--- config.mk ---
export PLATFORM = sky130hd
export DESIGN_NAME = seq_scan_ctrl
export DESIGN_NICKNAME = d
export VERILOG_FILES = /design/src/rtl/seq_scan_pkg.sv /design/src/rtl/bit_cnt.sv /design/src/rtl/seq_scan_ctrl.sv
export SDC_FILE = /design/constraint.sdc
export NUM_CORES = 1
export LEC_CHECK = 0
export CORE_MARGIN = 5
export CORE_UTILIZATION = 43
export CTS_CLUSTER_DIAMETER = 150
export DETAILED_ROUTE_END_ITERATION = 12
export GPL_ROUTABILITY_DRIVEN = 0
export GPL_TIMING_DRIVEN = 1
export PLACE_DENSITY_LB_ADDON = 0.05
export SYNTH_ARGS = -nofsm -noshare
export SYNTH_HDL_FRONTEND = slang
export SYNTH_SLANG_ARGS = --single-unit
--- constraint.sdc ---
create_clock -name clk -period 1.56 [get_ports clk]
set_input_delay 0.39 -clock clk [delete_from_list [all_inputs] [get_ports clk]]
set_output_delay 0.39 -clock clk [all_outputs]
set_load 0.02 [all_outputs]
--- src/rtl/seq_scan_pkg.sv ---
// Shared constants and state encoding for the byte scan sequencer.
package seq_scan_pkg;

    localparam int unsigned BYTE_W    = 8;
    localparam int unsigned BIT_CNT   = 8;
    localparam int unsigned BIT_IDX_W = 3;

    typedef enum logic [2:0] {
        ST_IDLE  = 3'd0,
        ST_LOAD  = 3'd1,
        ST_SHIFT = 3'd2,
        ST_FLUSH = 3'd3,
        ST_DONE  = 3'd4
    } state_e;

endpackage

--- src/rtl/bit_cnt.sv ---
// 3-bit down counter with load and enable; zero flag tracks the registered count.
module bit_cnt
    import seq_scan_pkg::*;
(
    input  logic                 clk,
    input  logic                 rnt,
    input  logic                 load_i,
    input  logic [BIT_IDX_W-1:0] load_val_i,
    input  logic                 en_i,
    output logic [BIT_IDX_W-1:0] cnt_o,
    output logic                 zero_o
);

    logic [BIT_IDX_W-1:0] cnt_q, cnt_d;
    logic                 zero_q, zero_d;

    // Holds at zero rather than wrapping so a late enable cannot restart the count.
    always_comb begin
        cnt_d = cnt_q;
        if (load_i) begin
            cnt_d = load_val_i;
        end else if (en_i && !zero_q) begin
            cnt_d = cnt_q - BIT_IDX_W'(1);
        end
        zero_d = (cnt_d == '0);
    end

    always_ff @(posedge clk or negedge rnt) begin
        if (!rnt) begin
            cnt_q  <= '0;
            zero_q <= 1'b1;
        end else begin
            cnt_q  <= cnt_d;
            zero_q <= zero_d;
        end
    end

    assign cnt_o  = cnt_q;
    assign zero_o = zero_q;

endmodule

--- src/rtl/seq_scan_ctrl.sv ---
// Sequences an external parallel-to-serial shifter and sequence detector, one byte
// at a time, and accumulates detector hits.
module seq_scan_ctrl
    import seq_scan_pkg::*;
#(
    parameter int unsigned CNT_W        = 8,
    parameter bit          CLR_PER_BYTE = 1'b1
) (
    input  logic              clk,
    input  logic              rnt,
    input  logic              clr,
    input  logic [BYTE_W-1:0] din,
    input  logic              din_valid,
    output logic              din_ready,
    output logic [BYTE_W-1:0] ser_data,
    output logic              ser_load,
    output logic              ser_en,
    output logic              det_clr,
    input  logic              det_hit,
    output logic              busy,
    output logic              done,
    output logic [CNT_W-1:0]  hit_cnt,
    output logic              hit_flag
);

    state_e               state_q, state_d;
    logic [BYTE_W-1:0]    ser_data_q, ser_data_d;
    logic                 ser_load_q, ser_load_d;
    logic                 ser_en_q, ser_en_d;
    logic                 det_clr_q, det_clr_d;
    logic                 done_q, done_d;
    logic [CNT_W-1:0]     hit_cnt_q, hit_cnt_d;
    logic                 hit_flag_q, hit_flag_d;

    logic                 cnt_load, cnt_en, bit_zero, hit_win;
    logic [BIT_IDX_W-1:0] bit_idx;

    assign cnt_load = (state_q == ST_LOAD);
    assign cnt_en   = (state_q == ST_SHIFT);

    bit_cnt u_bit_cnt (
        .clk        (clk),
        .rnt        (rnt),
        .load_i     (cnt_load),
        .load_val_i (BIT_IDX_W'(BIT_CNT - 1)),
        .en_i       (cnt_en),
        .cnt_o      (bit_idx),
        .zero_o     (bit_zero)
    );

    // Detector output lags the bit by one cycle: skip the first shift, include flush.
    assign hit_win = ((state_q == ST_SHIFT) && (bit_idx != BIT_IDX_W'(BIT_CNT - 1)))
                   || (state_q == ST_FLUSH);

    always_comb begin
        state_d    = state_q;
        ser_data_d = ser_data_q;
        hit_cnt_d  = hit_cnt_q;
        hit_flag_d = hit_flag_q;

        unique case (state_q)
            ST_IDLE: begin
                if (din_valid) begin
                    state_d    = ST_LOAD;
                    ser_data_d = din;
                end
            end
            ST_LOAD:  state_d = ST_SHIFT;
            ST_SHIFT: if (bit_zero) state_d = ST_FLUSH;
            ST_FLUSH: state_d = ST_DONE;
            ST_DONE:  state_d = ST_IDLE;
            default:  state_d = ST_IDLE;
        endcase

        if (hit_win && det_hit) begin
            hit_flag_d = 1'b1;
            if (hit_cnt_q != '1) begin
                hit_cnt_d = hit_cnt_q + CNT_W'(1);
            end
        end

        // Clear wins over everything, including a handshake in the same cycle.
        if (clr) begin
            state_d    = ST_IDLE;
            ser_data_d = ser_data_q;
            hit_cnt_d  = '0;
            hit_flag_d = 1'b0;
        end

        ser_load_d = (state_d == ST_LOAD);
        ser_en_d   = (state_d == ST_SHIFT);
        done_d     = (state_d == ST_DONE);
        det_clr_d  = clr || (CLR_PER_BYTE && (state_d == ST_LOAD));
    end

    always_ff @(posedge clk or negedge rnt) begin
        if (!rnt) begin
            state_q    <= ST_IDLE;
            ser_data_q <= '0;
            ser_load_q <= 1'b0;
            ser_en_q   <= 1'b0;
            det_clr_q  <= 1'b0;
            done_q     <= 1'b0;
            hit_cnt_q  <= '0;
            hit_flag_q <= 1'b0;
        end else begin
            state_q    <= state_d;
            ser_data_q <= ser_data_d;
            ser_load_q <= ser_load_d;
            ser_en_q   <= ser_en_d;
            det_clr_q  <= det_clr_d;
            done_q     <= done_d;
            hit_cnt_q  <= hit_cnt_d;
            hit_flag_q <= hit_flag_d;
        end
    end

    assign din_ready = (state_q == ST_IDLE);
    assign busy      = (state_q != ST_IDLE);
    assign ser_data  = ser_data_q;
    assign ser_load  = ser_load_q;
    assign ser_en    = ser_en_q;
    assign det_clr   = det_clr_q;
    assign done      = done_q;
    assign hit_cnt   = hit_cnt_q;
    assign hit_flag  = hit_flag_q;

endmodule

==> impl_metrics.ini <==
[sta]
worstMarginPinSlew_ns = 0.337
slew_headroom_pct = 77.5
timing.hold.ws_ns = 0.392
finalHoldViolations = 0
grt_setup_unrepaired = yes
final.setup.tns_ns = -0.241
fin_crit_ns = 1.69
finalSetupViolations = 2
clock-skew-final_ns = 0.00239
setup_ws_ns = -0.135
timing_max_transition_violations_final = 0
max_freq_mhz = 590
part_of_the_cycle_the_worst_path_needs_pct = 109

[worst_setup_path]
timing.critical_path.slowest_cell_delay_ns = 0.41
crit_chain = or3_4, inv_2, buf_6
cp_num_buf_inv = 2
timing.critical_path.slowest_stage_cell = or3_4
cp-start-kind = flip-flop
worst-path-max-fanout = 2
critPathKind = reg2out
crit_family = simple AND/OR/NAND/NOR gates
endpoint_kind = output pin
cp_data_arrival_time_ns = 1.30
required_ns = 1.17

[routing]
viasPerCell = 5.08
detail_route.wirelength_um = 2900
via_count = 1098
detail_route.iter0.violations = 56
drt_drc_violations_left = 0
avgRoutedWirePerCell_um = 13.4
drt-pass1-iter-count = 4
detail-route-antenna-nets = 0

[grt]
grt_pass1_wl_um = 5080
via_count_of_the_first_global_routing_pass = 1127
grt-ovfl-total = 0
gr-usage-all-layers_pct = 15.0
largest_net_degree_at_the_start_of_global_routing = 29
antenna_found_initial = 0

[synth]
avgSynthCellArea_um2 = 11.7
synth.cell_area_um2 = 1390
ys_ff_latch = 28
post_synth_edffs = 0
yosys-top-cells-area = dfrtp_1 49%, mux2_2 6.5%, mux2i_1 2.9%
synth_nets = 135
ys.flop_type = dfrtp_1
post_synth_num_cell_types = 39
netlist_instances = 119
synth_top_area_share_pct = 48.6
yosysWarnings = 0
synth_seq_area_share_pct = 50.5
synthMostInstantiatedCell = dfrtp_1
synth-async-reset-ratio_pct = 100
library_cell_with_the_largest_summed_area_after_synthesis = dfrtp_1
post_synth_most_frequent_cells = 27 x dfrtp_1, 8 x mux2_2, 7 x inv_1, 7 x nand2_1, 6 x a21oi_1

[run_status]
violations = negative setup slack
run_status = complete, but fails checks

[job]
drv.max_cap_violation_count = 0

[layout]
drive_gt1_share_pct = 31.4
num_antenna_cells = 0
final_util_pct = 64.9
layout.filler_cells = 278
finish.net_count = 189
layoutNonFillerInstCount = 216
regArea_um2 = 706
multi_input_area_um2 = 668
syn_to_final_growth_pct = 43.7

[clocking]
clk_buf_depth = 2
clk_transition_reported_paths_ns = 0.15
tritoncts.num_buffers = 3
clock_sink_count = 28
cts_root_buffer = clkbuf_4
cts_tree = built
cts-htree-levels = 1
clock_latency_ns = 0.32

[worst_hold_path]
hold_class = in2async

[pwr]
power.leakage_uw = 0.000925
cellPowerDensity_nw_per_um2 = 1030
vdd_drop_max_v = 0.000795

[placed_design]
placement.io_buffers = 35
detailed_place_hpwl_um = 2070
placed_cells = 204

[die]
top_level_i_o_count = 36
design.die.area_um2 = 4470
rows = 20
initial_utilization_pct = 45.2
chip_width_um = 66.9
core_um2 = 3080
chipHeight_um = 66.9
-- kinds of logic (layout without fill, tap and decap cells) --
logic type,count (synthesis),after routing,synth area share [%]
AO/OA/AOI/OAI,17,17,9.18
XOR/XNOR,5,5,3.15
adder cells (fa/ha/maj),3,3,2.70
buffers and inverters,13,65,5.22
flip-flops,28,28,50.5
multiplexers,12,12,9.36
AND/OR/NAND/NOR,41,42,19.9
-- what timing repair did --
item	in CTS	in global routing
hold buffers	0	0
buffers inserted	1	6
gates resized for setup	43	10
gates cloned	1	0
pin swaps	2	4
setup endpoints to repair	35	20
-- per-layer routing --
metal	part of all wire, %	GRT usage (%)	vias up
li1	-	-	527
met1	42	17.3	538
met2	50	26.0	31
met3	7.2	6.41	2
met4	0.62	3.04	0
met5	0	0	-
-- sequential cells by signal, summed over array words and instances, names as in the netlist --
signal / cells
ser_load: 1
ser_data: 8
hit_cnt: 8
done: 1
u_bit_cnt.cnt_o: 3
det_clr: 1
ser_en: 1
hit_flag: 1
u_bit_cnt.zero_o: 1
state_q: 3
-- worst register-to-register path, stage by stage, from the launching register on --
cell     delay [ns]
dfrtp_1        0.40
buf_4          0.17
nor4_4         0.30
and2_4         0.23
mux2_2         0.34
-- report_power, final --
part | switching [uW] | leakage, uW | internal [uW]
Combinational | 352 | 0.000550 | 352
Sequential | 64.6 | 0.000347 | 826
Clock | 209 | 0.0000279 | 260
-- final cells by class --
type                    count  area share, %
flip-flops and latches     28           35.3
multi-input cells          79           33.4
repair buffers             54           24.5
well taps                  44           2.76
clock inverters             1           1.50
inverters                   7           1.31
clock buffers               3           1.13
-- metrics by stage --
step	total power, uW	cell area, um^2	worst slack [ns]
floorplan	1330	1390	0.000858
global placement	1600	1850	-0.293
detailed placement	1620	1850	-0.340
CTS	2070	1930	-0.155
global route	2210	2000	-0.202
finish	2060	2000	-0.135
-- final timing paths --
kind / from / endpoint / slack (ns) / cells after the start
max in group asynchronous: rnt / u_bit_cnt.zero_o / 0.94 / 2
worst min register to register: hit_flag / hit_flag / 0.51 / 2
worst max register to register: state_q[0] / ser_data[2] / 0.02 / 4
worst max-delay path: state_q[0] / din_ready / -0.13 / 3
worst min-delay path: rnt / ser_en / 0.39 / 2
min in group clk: hit_flag / hit_flag / 0.51 / 2
-- cell usage in the layout (no fill, tap or decap), types with 3 or more instances in the layout --
cell             Yosys  layout
clkdlybuf4s15_1      0       4
xnor2_1              3       3
clkdlybuf4s50_1      0      12
mux2_2               8       8
nor2_1               5       5
and3_1               3       3
or3_1                4       3
dfrtp_2              0       3
mux2i_1              4       4
nor3_1               4       4
dfrtp_1             27      24
nand3_1              4       4
buf_6                2       3
a21oi_1              6       6
o21ai_0              4       3
dlygate4sd2_1        0      17
buf_4                2      17
nand2_1              7       7
inv_1                7       6
clkbuf_4             0       3
(Power assumes the default switching activity.)
